`config.mk`:
```
export PLATFORM = sky130hd
export DESIGN_NAME = fp_add
export DESIGN_NICKNAME = d
export VERILOG_FILES = /design/src/rtl/fp_add.sv
export SDC_FILE = /design/constraint.sdc
export NUM_CORES = 1
export LEC_CHECK = 0
export ABC_AREA = 1
export CORE_ASPECT_RATIO = 0.9
export CORE_MARGIN = 2
export CORE_UTILIZATION = 30
export DETAILED_ROUTE_END_ITERATION = 10
export GPL_ROUTABILITY_DRIVEN = 0
export PLACE_DENSITY = 0.53
export SYNTH_ARGS = -nofsm -noshare
export SYNTH_HDL_FRONTEND = slang
export SYNTH_SLANG_ARGS = --single-unit
```
`constraint.sdc`:
```
create_clock -name clk -period 13 [get_ports clk]
set_input_delay 1.95 -clock clk [delete_from_list [all_inputs] [get_ports clk]]
set_output_delay 1.95 -clock clk [all_outputs]
set_load 0.01 [all_outputs]
```
`src/rtl/fp_add.sv`:
```
// fp_add: three-stage IEEE-754 single-precision adder (align | add/sub | normalize/round/pack).
// Define FPA_SUBNORMAL_EN for gradual underflow; by default subnormals flush to signed zero.
module fp_add (
   input  logic [31:0] a,
   input  logic [31:0] b,
   output logic [31:0] c,
   input  logic        clk,
   input  logic        rst_n
);
   localparam logic [31:0] QNAN = 32'h7FC0_0000;

   // {exponent, significand with hidden bit}; subnormals ride at exponent 1
   function automatic logic [31:0] unpack(input logic [31:0] x);
      if (x[30:23] != 8'd0) unpack = {x[30:23], 1'b1, x[22:0]};
`ifdef FPA_SUBNORMAL_EN
      else unpack = {8'd1, 1'b0, x[22:0]};
`else
      else unpack = '0;
`endif
   endfunction

   function automatic logic [4:0] lzc27(input logic [26:0] v);
      lzc27 = 5'd27;
      for (int i = 0; i <= 26; i++)
         if (v[i]) lzc27 = 5'(26 - i);
   endfunction

   // ---------------- stage 1: unpack, specials, swap, align
   logic [31:0] ua, ub, lg, sm;
   logic        a_big, a_nan, b_nan, a_inf, b_inf;
   logic [7:0]  dexp;
   logic [26:0] sm_ext, sm_sh;
   logic        s1_spec_d, s1_sign_d, s1_sub_d;
   logic [31:0] s1_sval_d;
   logic [7:0]  s1_exp_d;
   logic [26:0] s1_big_d, s1_sml_d;

   always_comb begin
      ua     = unpack(a);
      ub     = unpack(b);
      a_nan  = (a[30:23] == 8'hFF) && (a[22:0] != 23'd0);
      b_nan  = (b[30:23] == 8'hFF) && (b[22:0] != 23'd0);
      a_inf  = (a[30:23] == 8'hFF) && (a[22:0] == 23'd0);
      b_inf  = (b[30:23] == 8'hFF) && (b[22:0] == 23'd0);
      a_big  = ua >= ub;
      lg     = a_big ? ua : ub;
      sm     = a_big ? ub : ua;
      s1_sign_d = a_big ? a[31] : b[31];
      s1_sub_d  = a[31] ^ b[31];
      s1_exp_d  = lg[31:24];
      dexp      = lg[31:24] - sm[31:24];
      s1_big_d  = {lg[23:0], 3'b000};
      sm_ext    = {sm[23:0], 3'b000};
      sm_sh     = sm_ext >> dexp;
      // guard/round sit in bits 2:1, bit 0 collects everything shifted past them
      if (dexp >= 8'd26) s1_sml_d = {26'd0, |sm[23:0]};
      else s1_sml_d = {sm_sh[26:1], sm_sh[0] | (|(sm_ext & ((27'd1 << dexp) - 27'd1)))};
      s1_spec_d = 1'b1;
      s1_sval_d = QNAN;
      if (a_nan || b_nan || (a_inf && b_inf && s1_sub_d)) s1_sval_d = QNAN;
      else if (a_inf) s1_sval_d = {a[31], 8'hFF, 23'd0};
      else if (b_inf) s1_sval_d = {b[31], 8'hFF, 23'd0};
      else s1_spec_d = 1'b0;
   end

   logic        s1_spec_q, s1_sign_q, s1_sub_q;
   logic [31:0] s1_sval_q;
   logic [7:0]  s1_exp_q;
   logic [26:0] s1_big_q, s1_sml_q;

   // ---------------- stage 2: add / subtract magnitudes
   logic [27:0] s2_sum_d;
   logic        s2_sign_d;

   always_comb begin
      s2_sum_d  = s1_sub_q ? {1'b0, s1_big_q} - {1'b0, s1_sml_q}
                           : {1'b0, s1_big_q} + {1'b0, s1_sml_q};
      s2_sign_d = (s1_sub_q && s2_sum_d == 28'd0) ? 1'b0 : s1_sign_q;
   end

   logic        s2_spec_q, s2_sign_q;
   logic [31:0] s2_sval_q;
   logic [7:0]  s2_exp_q;
   logic [27:0] s2_sum_q;

   // ---------------- stage 3: normalize, round, pack
   logic        carry, uflow, rnd;
   logic [26:0] x, xn;
   logic [9:0]  e1, sh, e;
   logic [4:0]  lz;
   logic [32:0] word;
   logic [31:0] c_d;

   always_comb begin
      carry = s2_sum_q[27];
      x     = carry ? {s2_sum_q[27:2], |s2_sum_q[1:0]} : s2_sum_q[26:0];
      e1    = {2'b00, s2_exp_q} + 10'(carry);
      lz    = lzc27(x);
`ifdef FPA_SUBNORMAL_EN
      uflow = 1'b0;
      sh    = (10'(lz) > e1 - 10'd1) ? e1 - 10'd1 : 10'(lz);
`else
      uflow = 10'(lz) >= e1;
      sh    = 10'(lz);
`endif
      xn    = x << sh;
      e     = e1 - sh;
      rnd   = xn[2] & ((|xn[1:0]) | xn[3]);
      // hidden bit adds into the exponent field, so denormal round-up and
      // significand overflow both carry into the exponent for free
      word  = {e - 10'd1, 23'd0} + 33'(xn[26:3]) + 33'(rnd);
      if (s2_spec_q) c_d = s2_sval_q;
      else if (s2_sum_q == 28'd0 || uflow) c_d = {s2_sign_q, 31'd0};
      else if (word[32:23] >= 10'd255) c_d = {s2_sign_q, 8'hFF, 23'd0};
      else c_d = {s2_sign_q, word[30:0]};
   end

   always_ff @(posedge clk or negedge rst_n) begin
      if (!rst_n) begin
         s1_spec_q <= 1'b0; s1_sign_q <= 1'b0; s1_sub_q <= 1'b0; s1_sval_q <= '0;
         s1_exp_q  <= '0;   s1_big_q  <= '0;   s1_sml_q <= '0;
         s2_spec_q <= 1'b0; s2_sign_q <= 1'b0; s2_sval_q <= '0;
         s2_exp_q  <= '0;   s2_sum_q  <= '0;
         c         <= '0;
      end else begin
         s1_spec_q <= s1_spec_d; s1_sign_q <= s1_sign_d; s1_sub_q <= s1_sub_d;
         s1_sval_q <= s1_sval_d; s1_exp_q  <= s1_exp_d;  s1_big_q <= s1_big_d;
         s1_sml_q  <= s1_sml_d;
         s2_spec_q <= s1_spec_q; s2_sign_q <= s2_sign_d; s2_sval_q <= s1_sval_q;
         s2_exp_q  <= s1_exp_q;  s2_sum_q  <= s2_sum_d;
         c         <= c_d;
      end
   end
endmodule

```
# == Word level (Yosys, flattened, before mapping) ==
# Index checks and enable logic that the tools add are counted.
# op_classes
add_sub_neg,9
magnitude_cmp,4
eq_ne,2
shifts,3
n_mux,45
bitwise,5
reduce_logical,22
# ops
op,count
32-bit 2-to-1 mux,8
5-bit 2-to-1 mux,26
31-bit 2-to-1 mux,2
28-bit logical NOT,2
27-bit 2-to-1 mux,2
23-bit logical NOT,2
23-bit nonzero test,2
33-bit by 1-bit adder with 33-bit output,1
33-bit by 24-bit adder with 33-bit output,1
32-bit greater-or-equal comparator,1
27-bit by 27-bit adder with 28-bit output,1
28-bit 2-to-1 mux,1
27-bit by 27-bit subtractor with 28-bit output,1
27-bit bitwise AND,1
27-bit OR reduction,1
1-bit by 8-bit left shift with 27-bit output (first input constant),1
27-bit by 5-bit left shift with 27-bit output,1
27-bit by 8-bit right shift with 27-bit output,1
27-bit by 1-bit subtractor with 27-bit output (second input constant),1
24-bit OR reduction,1
8-bit equality test (second input constant),2
8-bit nonzero test,2
10-bit by 8-bit greater-or-equal comparator with 1-bit output (second input constant),1
10-bit by 1-bit subtractor with 10-bit output (second input constant),1
other kinds (12),27
# totals
ff_bits,196
in_bits,66
out_inout_bits,32

# == Logic depth before layout (Yosys ltp) ==
# Gate-level depths: netlist of the first run.
# depth
ltp_word,38
mapped_depth,53
mapped_depth_nobuf,52

# == Worst setup path before layout of the first run ==
# No wires, ideal clock.
# synth_path
path_type,input-to-reg
start,input port a[27]
end,register s1_sml_q[4]
setup_time_ps,104
t_arrival_ps,6564
required_ps,12896
slack_ps,6333
cell_stages,30
path_buffers,2
path_cell_list,nor4_1 nand4_1 inv_1 buf_1 nor2_1 ha_1 a21oi_1 o21ai_0 nand2_1 nand3_1 a211o_1 nand2_1 nand3_1 o21ai_0 o21bai_1 ha_1 nor2_1 o221ai_1 nand3_1 o211ai_1 xor2_1 nand3_1 nor2_1 clkbuf_1 a22oi_1 nand2_1 o21ai_0 o21ai_0 o21ai_0 a221oi_1
# synth_between
elab_chain_cells,7
elab_cells_between_ends,9
cone_classes,add/sub (1); order compare (2); shift (1); mux (4); reduce/logical (1)
# synth_lines
item,line_no,rtl
from (decl),4,"input logic [31:0] a,"
8-bit nonzero test,14,"if (x[30:23] != 8'd0) unpack = {x[30:23], 1'b1, x[22:0]};"
32-bit 2-to-1 mux (*),14,
32-bit greater-or-equal comparator,45,a_big = ua >= ub;
32-bit 2-to-1 mux (*),46,lg = a_big ? ua : ub;
named net lg[24],29,"logic [31:0] ua, ub, lg, sm;"
8-bit subtractor (*),51,dexp = lg[31:24] - sm[31:24];
27-bit by 8-bit right shift with 27-bit output or 8-bit by 5-bit greater-or-equal comparator with 1-bit output (tied branches),"54, 56",
27-bit 2-to-1 mux (*),56,"if (dexp >= 8'd26) s1_sml_d = {26'd0, |sm[23:0]};"
named net s1_sml_d[4],36,"logic [26:0] s1_big_d, s1_sml_d;"
to (signal assigned),128,s1_sml_q <= s1_sml_d;
to (decl),69,"logic [26:0] s1_big_q, s1_sml_q;"
# Mark *: on every way through the listed nets, which the timed path passes. The rest lies on a longest branch.

# == Worst setup path after layout of the first run ==
# layout_path
start,input port a[27]
end,register s1_sml_q[0]
# layout_between
elab_chain_cells,11
elab_cells_between_ends,15
cone_classes,add/sub (2); order compare (2); shift (2); mux (4); bitwise (2); reduce/logical (3)
# layout_lines
item,line_no,rtl
8-bit nonzero test,14,
32-bit 2-to-1 mux (*),14,
32-bit greater-or-equal comparator,45,
32-bit 2-to-1 mux (*),46,
named net lg[24],29,
8-bit subtractor (*),51,
1-bit by 8-bit left shift with 27-bit output,57,"else s1_sml_d = {sm_sh[26:1], sm_sh[0] | (|(sm_ext & ((27'd1 << dexp) - 27'd1)))};"
27-bit by 1-bit subtractor with 27-bit output,57,
27-bit bitwise AND,57,
27-bit OR reduction,57,
1-bit OR,57,
27-bit 2-to-1 mux (*),56,
named net s1_sml_d[0],36,
# Marked as above.

==> flow_metrics.py, run 1 <==
metrics = {
    "min_path": {
        "min_path_type": "flip-flop to flip-flop",
    },
    "route": {
        "wl_per_cell_um": 15.5,
        "wirelength_um": 43000,
        "postRouteAntennaNets": 0,
        "drtIter0Drc": 1292,
        "vias": 14000,
        "vias_per_cell": 5.04,
        "drc": 0,
        "drt-pass1-iter-count": 6,
    },
    "clock_network": {
        "cts_hold_buf": 0,
        "cts.sinks": 138,
        "cts_tree": "yes",
        "post_cts_resized": 0,
        "cts-buffers-inserted": 17,
        "cts.clk_slew.worst_paths_ps": 70,
        "cts-root-buf": "clkbuf_16",
        "clockBufferDepth": 2,
        "cts-htree-levels": 4,
        "clock_latency_ps": 440,
        "post_cts_buffers": 0,
    },
    "timing": {
        "rsz0062_at_grt": "false",
        "slew_headroom_pct": 31.6,
        "fmax_mhz": 106,
        "period_share_pct": 72.8,
        "fin_tns_setup_ps": 0,
        "fin_worst_skew_ps": 16.7,
        "setup_violations": 0,
        "tightest_slew_ps": 1030,
        "finalMaxSlewViolations": 0,
        "final-hold-violation-count": 0,
        "fin_crit_ps": 9460,
    },
    "global_routing": {
        "grt_pass1_wl_um": 70000,
        "overflow": 0,
        "grt_pass1_vias": 13300,
        "grt_max_degree": 78,
        "grtUsageTotal_pct": 18.5,
        "grt_antenna_before_repair": 1,
    },
    "setup_path": {
        "worstPathRequired_ps": 13310,
        "timing.rr.start": "s2_sum_q[27]",
        "slowest_stage": "nand2_1",
        "reg2reg_to": "c[7]",
        "critPathLaunch": "a[27]",
        "start_kind": "primary input",
        "max_stage_delay_ps": 610,
        "cp_top_family": "simple AND/OR/NAND/NOR gates",
        "endpoint": "s1_sml_q[0]",
        "path_class": "primary input to flip-flop",
        "worstPathMaxFanout": 77,
        "r2r_slack_ps": 6520,
        "reg2regPathDepth": 44,
        "cp.arrival_ps": 9770,
        "cp-end-kind": "flip-flop",
        "worst-path-buf-inv": 6,
        "cp.depth": 31,
        "cpMostUsedCell": "nor2_1",
    },
    "die": {
        "fp.dieH_um": 206,
        "dieWidth_um": 228,
        "fp.coreArea_um2": 44400,
        "ios": 98,
        "num_rows": 73,
        "dieArea_um2": 46900,
        "initial_utilization_pct": 30.6,
    },
    "pwr": {
        "p_per_area_nw_per_um2": 170,
        "internal-power_uw": 1350,
        "power.share.clock_pct": 18.5,
        "pwr-share-seq_pct": 22.0,
        "pwr-share-comb_pct": 59.5,
        "switching_power_uw": 1300,
        "cellLeakagePower_uw": 0.00765,
        "p_sw_share_pct": 49.0,
        "peakVddDrop_mv": 0.0891,
    },
    "layout": {
        "design_area_um2": 15600,
        "syn_to_final_growth_pct": 15.1,
        "finish.net_count": 2333,
        "diodes": 0,
        "drive_gt1_share_pct": 6.24,
    },
    "logic_synthesis": {
        "yosys-top-cells-area": "dfrtp_1, nand2_1, ha_1",
        "synth_adder_area_share_pct": 9.15,
        "synth.largest_area_cell": "dfrtp_1",
        "synth_top_area_share_pct": 25.5,
        "synth_top_family_by_area": "simple AND/OR/NAND/NOR gates",
        "synthMuxAreaShare_pct": 0.526,
        "synth_edf_count": 0,
        "netlist_instances": 2116,
        "synth_seq_cells": 138,
        "synth_area_per_cell_um2": 6.41,
        "synth.distinct_cells": 64,
        "synthXorXnorAreaFrac_pct": 3.48,
        "syn_nets": 2280,
        "yosys.area_share.simple_pct": 36.4,
        "yosysSeqAreaShare_pct": 25.5,
        "synth-compound-area-share_pct": 14.4,
        "yosys_warnings": 0,
        "ys.flop_type": "dfrtp_1",
        "async_flop_share_pct": 100,
        "syn_area_um2": 13600,
    },
    "placed_design": {
        "dpl.hpwl_um": 34600,
        "io_buffers": 97,
        "placedInstanceArea_um2": 15000,
    },
    "flow_run": {
        "maxCapViolations": 0,
    },
    "outcome": {
        "status": "finished clean",
    },
}
## cells in the final DEF (no fill, tap or decap), types with 7 or more instances in the layout
cell type / count
inv_1: 271
a21oi_1: 93
xnor2_1: 9
buf_4: 12
ha_1: 96
xor2_1: 43
o21ai_0: 178
nand3_1: 213
or2_2: 7
nor3_1: 10
nand2_1: 543
o21bai_1: 8
dfrtp_1: 138
nand3_2: 16
o22ai_1: 12
clkdlybuf4s50_1: 96
a31oi_1: 7
clkbuf_16: 17
nand4_1: 43
nor2_2: 32
inv_2: 11
nor2_1: 193
nand2_2: 8
nor4_1: 17
## through the flow
stage | std cells | hold WS (ps) | power, uW | setup WS (ps) | util [%]
after floorplan | 2116 | 331 | 1720 | 6330 | -
after global placement | 2750 | 334 | 2150 | 3540 | 33.9
after detailed placement | 2750 | 335 | 2150 | 3320 | 33.9
after CTS | 2781 | 348 | 2650 | 3750 | 35.2
after global routing | 2781 | 358 | 2900 | 2830 | 35.2
final | 2781 | 349 | 2650 | 3540 | 35.2
## kinds of logic after synthesis
logic type                 Yosys count
and+or+nand+nor                   1105
buffers and inverters              362
AOI/OAI and AO/OA                  352
DFF                                138
adders and majority gates           98
xor gates and xnor gates            53
muxes                                7
other                                1
## layer usage
metal  vias to the layer above  wire, um  global-route usage (%)
met5                         -         0                       0
met4                         0       553                    3.66
met3                        47      2770                    3.17
met2                       507     17900                    28.3
met1                      6436     21800                    27.1
li1                       7024         -                       -
## synthesized netlist by cell type, drive strengths merged (4+ instances only)
cell     number
o22ai        12
o21bai        8
o2111ai       4
nand3       232
nand2       554
xnor2        10
mux2i         6
o21ai       184
a22oi         6
a21oi        94
nor2        231
or2          11
a221oi        5
o211ai        5
nor4         17
inv         282
ha           96
clkinv        5
a31oi         7
nand4        44
clkbuf       49
a21boi        4
dfrtp       138
buf          26
o31ai         6
nor3         10
xor2         43
a211oi        4
## area by class of cell
type | instances | area (um^2)
fill | 4842 | 28800
multi-input combinational | 1616 | 8690
sequential | 138 | 3450
inverter | 287 | 1080
timing repair buffer | 109 | 1060
tap | 600 | 751
clock buffer | 18 | 439
clock inverter | 13 | 133
## worst register-to-register path: cells and delay by family (launching register included)
family | cells | cell delay [ps]
adder cells (fa/ha/maj) | 2 | 660
AO/OA/AOI/OAI | 2 | 370
buffers and inverters | 4 | 720
flip-flops | 1 | 550
AND/OR/NAND/NOR | 36 | 4080
## power by group through the flow
stage                     combinational, uW  clock [uW]  sequential, uW
after global placement                 1560           0             592
final                                  1580         490             584
after detailed placement               1560           0             594
after CTS                              1570         501             586
after floorplan                        1120           0             604
after global routing                   1780         522             596
## registers in the layout, summed over array words and instances (netlist names)
signal and count:
s1_spec_q 1, s1_big_q 24, s2_exp_q 8, s1_sub_q 1
s2_sval_q 3, s2_sign_q 1, s2_spec_q 1, s1_exp_q 8
s1_sign_q 1, s1_sml_q 27, s2_sum_q 28, s1_sval_q 3
c 32
## how the worst min path moves through the flow
stage | startpoint | end | slack, ps | cells after the start
floorplan | s1_exp_q[0] | s2_exp_q[0] | 330 | 0
global placement | s1_exp_q[6] | s2_exp_q[6] | 330 | 0
detailed placement | s1_exp_q[2] | s2_exp_q[2] | 330 | 0
CTS | s1_exp_q[2] | s2_exp_q[2] | 350 | 0
global route | s1_exp_q[2] | s2_exp_q[2] | 360 | 0
finish | s1_exp_q[6] | s2_exp_q[6] | 350 | 0
No activity file was read; power rests on OpenSTA's default activity.
==> inputs of run 2 (changes only) <==
--- a/config.mk
+++ b/config.mk
@@ -11,7 +11,7 @@
 export CORE_UTILIZATION = 30
 export DETAILED_ROUTE_END_ITERATION = 10
 export GPL_ROUTABILITY_DRIVEN = 0
-export PLACE_DENSITY = 0.53
+export PLACE_DENSITY = 0.55
 export SYNTH_ARGS = -nofsm -noshare
 export SYNTH_HDL_FRONTEND = slang
 export SYNTH_SLANG_ARGS = --single-unit
==> constraint.sdc (replaced) <==
create_clock -name clk -period 8.4 [get_ports clk]
set_input_delay 1.26 -clock clk [delete_from_list [all_inputs] [get_ports clk]]
set_output_delay 1.26 -clock clk [all_outputs]
set_load 0.01 [all_outputs]
==> run 2 against run 1 <==
  * Worst setup slack lost 2500 ps
  * Utilization increased by 0.17 points
  * Worst hold slack worse by 1.1 ps
  * Global-route usage shrank 0.34 points
  * Sequential cell count is the same
  * Register-to-register slack worse by 4700 ps
  * Power increased by 55%
  * Wire length shrank 3.2%
  * Clock skew fell by 3.7 ps
  * Critical path depth is 1 lower
  * Critical path type unchanged
  * Critical endpoint unchanged
  * Largest power group unchanged
==> flow_metrics.py, run 2 (synthesis gave the netlist of run 1 again) <==
metrics = {
    "timing": {
        "fin_tns_setup_ps": 0,
        "setup_violations": 0,
        "finalWorstSetupSlack_ps": 1030,
        "fin_worst_skew_ps": 13.0,
        "fin_crit_ps": 7370,
        "fmax_mhz": 136,
        "rsz0062_at_grt": "false",
        "finalMaxSlewViolations": 0,
        "final-hold-violation-count": 0,
        "tightest_slew_ps": 924,
        "slew_headroom_pct": 37.6,
        "period_share_pct": 87.7,
    },
    "die": {
        "fp.dieH_um": 206,
        "ios": 98,
        "dieWidth_um": 228,
        "initial_utilization_pct": 30.6,
        "fp.coreArea_um2": 44400,
        "num_rows": 73,
        "dieArea_um2": 46900,
    },
    "layout": {
        "layout_common_cells": "nand2_1, inv_1, nand3_1",
        "layout_commonest_cell": "nand2_1",
        "largest-register": "c",
        "finish.net_count": 2342,
        "largest_reg_flops": 32,
        "reg_top3": "c: 32 flops, s2_sum_q: 28 flops, s1_sml_q: 27 flops",
        "drive_gt1_share_pct": 6.62,
        "syn_to_final_growth_pct": 15.6,
        "diodes": 0,
        "fillers": 4879,
        "layout.cells.non_filler": 2791,
    },
    "route": {
        "vias_per_cell": 4.97,
        "wl_per_cell_um": 14.9,
        "drtIter0Drc": 1213,
        "postRouteAntennaNets": 0,
        "vias": 13900,
        "drt-pass1-iter-count": 6,
        "wirelength_um": 41700,
        "drc": 0,
    },
    "setup_path": {
        "reg2reg_to": "c[1]",
        "start_kind": "primary input",
        "path_class": "primary input to flip-flop",
        "max_stage_delay_ps": 510,
        "worstPathMaxFanout": 20,
        "timing.rr.start": "s2_sum_q[27]",
        "critPathLaunch": "a[27]",
        "cp.arrival_ps": 7680,
        "r2r_slack_ps": 1860,
        "endpoint": "s1_sml_q[0]",
        "slowest_stage": "inv_1",
        "reg2regPathDepth": 44,
        "cp-end-kind": "flip-flop",
        "worstPathRequired_ps": 8710,
    },
    "min_path": {
        "min_from": "s1_exp_q[7]",
        "min_path_type": "flip-flop to flip-flop",
    },
    "placed_design": {
        "place_ws_ps": 728,
        "io_buffers": 97,
        "dp_cells": 2759,
        "dpl.hpwl_um": 34000,
    },
    "global_routing": {
        "grt_antenna_before_repair": 2,
        "overflow": 0,
        "grtUsageTotal_pct": 18.1,
        "grt_max_degree": 89,
        "grt_pass1_wl_um": 69200,
        "grt_pass1_vias": 13300,
    },
    "pwr": {
        "peakVddDrop_mv": 0.148,
        "p_per_area_nw_per_um2": 262,
        "cellLeakagePower_uw": 0.00769,
    },
    "clock_network": {
        "cts.clk_slew.worst_paths_ps": 60,
        "clockBufferDepth": 2,
        "post_cts_resized": 0,
        "cts.sinks": 138,
        "cts_hold_buf": 0,
        "clock_latency_ps": 430,
        "post_cts_buffers": 0,
        "cts-root-buf": "clkbuf_16",
        "cts-htree-levels": 4,
        "cts-buffers-inserted": 17,
        "cts_tree": "yes",
    },
    "outcome": {
        "status": "finished clean",
    },
    "flow_run": {
        "maxCapViolations": 0,
    },
}
==> run 2: critical path, delay by kind of cell <==
kind                       cells  cell delay (ps)
AOI/OAI and AO/OA              7             1110
xor gates and xnor gates       1              200
adders and majority gates      2              550
buffers and inverters          4             1620
and+or+nand+nor               16             2900
==> run 2: worst min-delay path by stage <==
stage                    endpoint  cells past startpoint
floorplan             s2_exp_q[0]                      0
global placement    s2_sval_q[30]                      0
detailed placement  s2_sval_q[30]                      0
CTS                 s2_sval_q[30]                      0
global route          s2_exp_q[3]                      0
finish                s2_exp_q[7]                      0
==> run 2: report_power, final <==
part | leakage (uW) | internal (uW) | switching (uW) | total [uW]
sequential | 0.00169 | 829 | 69.4 | 898
clock | 0.000280 | 421 | 344 | 765
combinational | 0.00572 | 847 | 1590 | 2440
total | 0.00769 | 2100 | 2010 | 4100
==> run 2: per-layer routing <==
metal | vias up | track usage (%) | wire length (um)
met3 | 68 | 3.66 | 2950
met4 | 0 | 5.28 | 875
met2 | 473 | 26.8 | 16700
met5 | - | 0 | 0
li1 | 7040 | - | -
met1 | 6294 | 26.5 | 21100
==> run 2: through the flow <==
step	instance area, um^2	power [uW]	util (%)	hold WS [ps]
after floorplan	13600	2660	-	331
after global placement	15100	3320	34.0	332
after detailed placement	15100	3330	34.0	335
after CTS	15700	4110	35.3	349
after global routing	15700	4510	35.3	350
final	15700	4100	35.3	348
==> run 2: area by class of cell <==
class                           count  area, um^2  area share [%]
Sequential cell                   138        3450            22.0
Tap cell                          600         751            4.79
Clock inverter                     14         151           0.965
Timing Repair Buffer              118        1130            7.20
Inverter                          287        1080            6.87
Clock buffer                       18         429            2.74
Multi-Input combinational cell   1616        8690            55.4
==> inputs of run 3 (changes only) <==
--- a/config.mk
+++ b/config.mk
@@ -12,6 +12,7 @@
 export DETAILED_ROUTE_END_ITERATION = 10
 export GPL_ROUTABILITY_DRIVEN = 0
 export PLACE_DENSITY = 0.55
+export SKIP_CTS_REPAIR_TIMING = 1
 export SYNTH_ARGS = -nofsm -noshare
 export SYNTH_HDL_FRONTEND = slang
 export SYNTH_SLANG_ARGS = --single-unit
==> constraint.sdc (replaced) <==
create_clock -name clk -period 8.4 [get_ports clk]
set_input_delay 1.68 -clock clk [delete_from_list [all_inputs] [get_ports clk]]
set_output_delay 1.68 -clock clk [all_outputs]
set_load 0.01 [all_outputs]
==> run 3 against run 2 <==
  * Cell count up 0.18%
  * Global-route usage down 0.22 points
  * Via count up 0.70%
  * Clock skew about the same
  * Combinational power about the same
  * Utilization up 0.090 points
==> flow_metrics.py, run 3 (synthesis gave the netlist of run 1 again) <==
metrics = {
    "min_path": {
        "min_path_type": "flip-flop to flip-flop",
    },
    "setup_path": {
        "max_stage_delay_ps": 480,
        "cp-end-kind": "flip-flop",
        "cp.arrival_ps": 7750,
        "slowest_stage": "clkdlybuf4s50_1",
        "cpMostUsedCell": "nand2_1",
        "path_class": "primary input to flip-flop",
        "worstPathRequired_ps": 8770,
        "worstPathMaxFanout": 23,
        "start_kind": "primary input",
    },
    "die": {
        "num_rows": 73,
        "fp.dieH_um": 206,
        "ios": 98,
        "initial_utilization_pct": 30.6,
        "dieWidth_um": 228,
        "fp.coreArea_um2": 44400,
        "dieArea_um2": 46900,
    },
    "layout": {
        "reg_top3": "c: 32 flops, s2_sum_q: 28 flops, s1_sml_q: 27 flops",
        "layout_common_cells": "nand2_1, inv_1, nand3_1",
        "largest_reg_flops": 32,
        "finish.net_count": 2347,
        "fillers": 4843,
        "layout_commonest_cell": "nand2_1",
        "drive_gt1_share_pct": 6.83,
        "diodes": 0,
        "syn_to_final_growth_pct": 15.9,
        "largest-register": "c",
        "design_area_um2": 15700,
    },
    "route": {
        "drtIter0Drc": 1359,
        "wl_met2_um": 16700,
        "met3_length_um": 3000,
        "postRouteAntennaNets": 0,
        "topRoutingLayerUsed": "met4",
        "vias": 14000,
        "drt-pass1-iter-count": 6,
        "drc": 0,
        "vias_per_cell": 5.00,
        "drt-met1-wl_um": 21000,
        "wirelength_um": 41600,
        "wl_per_cell_um": 14.9,
    },
    "timing": {
        "fmax_mhz": 135,
        "tightest_slew_ps": 1030,
        "rsz0062_at_grt": "false",
        "fin_worst_skew_ps": 13.2,
        "setup_violations": 0,
        "fin_crit_ps": 7380,
        "fin_tns_setup_ps": 0,
        "slew_headroom_pct": 30.6,
        "final-hold-violation-count": 0,
        "period_share_pct": 87.9,
        "finalMaxSlewViolations": 0,
    },
    "global_routing": {
        "overflow": 0,
        "grt_pass1_vias": 13300,
        "grtUsageTotal_pct": 17.9,
        "grt_max_degree": 86,
        "grt_pass1_wl_um": 68400,
        "grt_antenna_before_repair": 0,
    },
    "clock_network": {
        "cts.sinks": 138,
        "cts-root-buf": "clkbuf_16",
        "cts-htree-levels": 4,
        "cts.clk_slew.worst_paths_ps": 60,
        "clock_latency_ps": 440,
        "clockBufferDepth": 2,
        "cts_tree": "yes",
        "cts-buffers-inserted": 17,
    },
    "pwr": {
        "peakVddDrop_mv": 0.174,
        "p_per_area_nw_per_um2": 261,
        "cellLeakagePower_uw": 0.00772,
    },
    "flow_run": {
        "maxCapViolations": 0,
    },
    "outcome": {
        "status": "finished clean",
    },
    "placed_design": {
        "dpl.hpwl_um": 33800,
        "placedInstanceArea_um2": 15100,
        "io_buffers": 97,
    },
}
-- run 3: area by class of cell --
cell class / count / area (um^2) / area share, %
inverters: 287 / 1080 / 6.85
clock inverters: 14 / 154 / 0.979
repair buffers: 123 / 1170 / 7.42
clock buffers: 18 / 429 / 2.73
multi-input cells: 1616 / 8690 / 55.3
flip-flops and latches: 138 / 3450 / 22.0
well taps: 600 / 751 / 4.77
-- run 3: path summary, 6_finish.rpt --
path,end,slack [ps],startpoint,cells past startpoint
max in group asynchronous,s1_exp_q[4],5890,rst_n,2
hold / removal,s2_exp_q[2],350,s1_exp_q[2],0
setup / recovery,s1_sml_q[0],1020,a[27],30
min in group asynchronous,s1_big_q[7],1300,rst_n,1
setup reg to reg,c[1],1830,s2_sum_q[27],44
hold reg to reg,s2_exp_q[2],350,s1_exp_q[2],0
-- run 3: critical path: cells and delay by family --
kind	cells	cell delay, ps
AND/OR/NAND/NOR	18	2880
adder cells (fa/ha/maj)	1	340
buffers and inverters	7	1880
AO/OA/AOI/OAI	4	950
-- run 3: per-stage QoR --
| step | hold WS [ps] | utilization, % | total power [uW] | worst slack [ps] | instances |
|---|---|---|---|---|---|
| after detailed placement | 336 | 34.1 | 3330 | 639 | 2764 |
| after floorplan | 331 | - | 2660 | 2000 | 2116 |
| after global placement | 334 | 34.1 | 3330 | 739 | 2764 |
| after global routing | 357 | 35.4 | 4510 | 462 | 2796 |
| final | 350 | 35.4 | 4110 | 1020 | 2796 |
| after CTS | 351 | 35.4 | 4110 | 1090 | 2796 |
-- run 3: where the power goes --
group	internal [uW]	leakage, uW	switching, uW
Combinational	852	0.00574	1590
Clock	422	0.000282	342
Sequential	829	0.00169	70.1
Total	2100	0.00772	2010
-- run 3: layer usage --
layer  vias to the layer above  track usage [%]
met5                         -                0
met4                         0             4.93
met3                        56             3.66
met2                       471             26.5
met1                      6385             26.2
li1                       7060                -
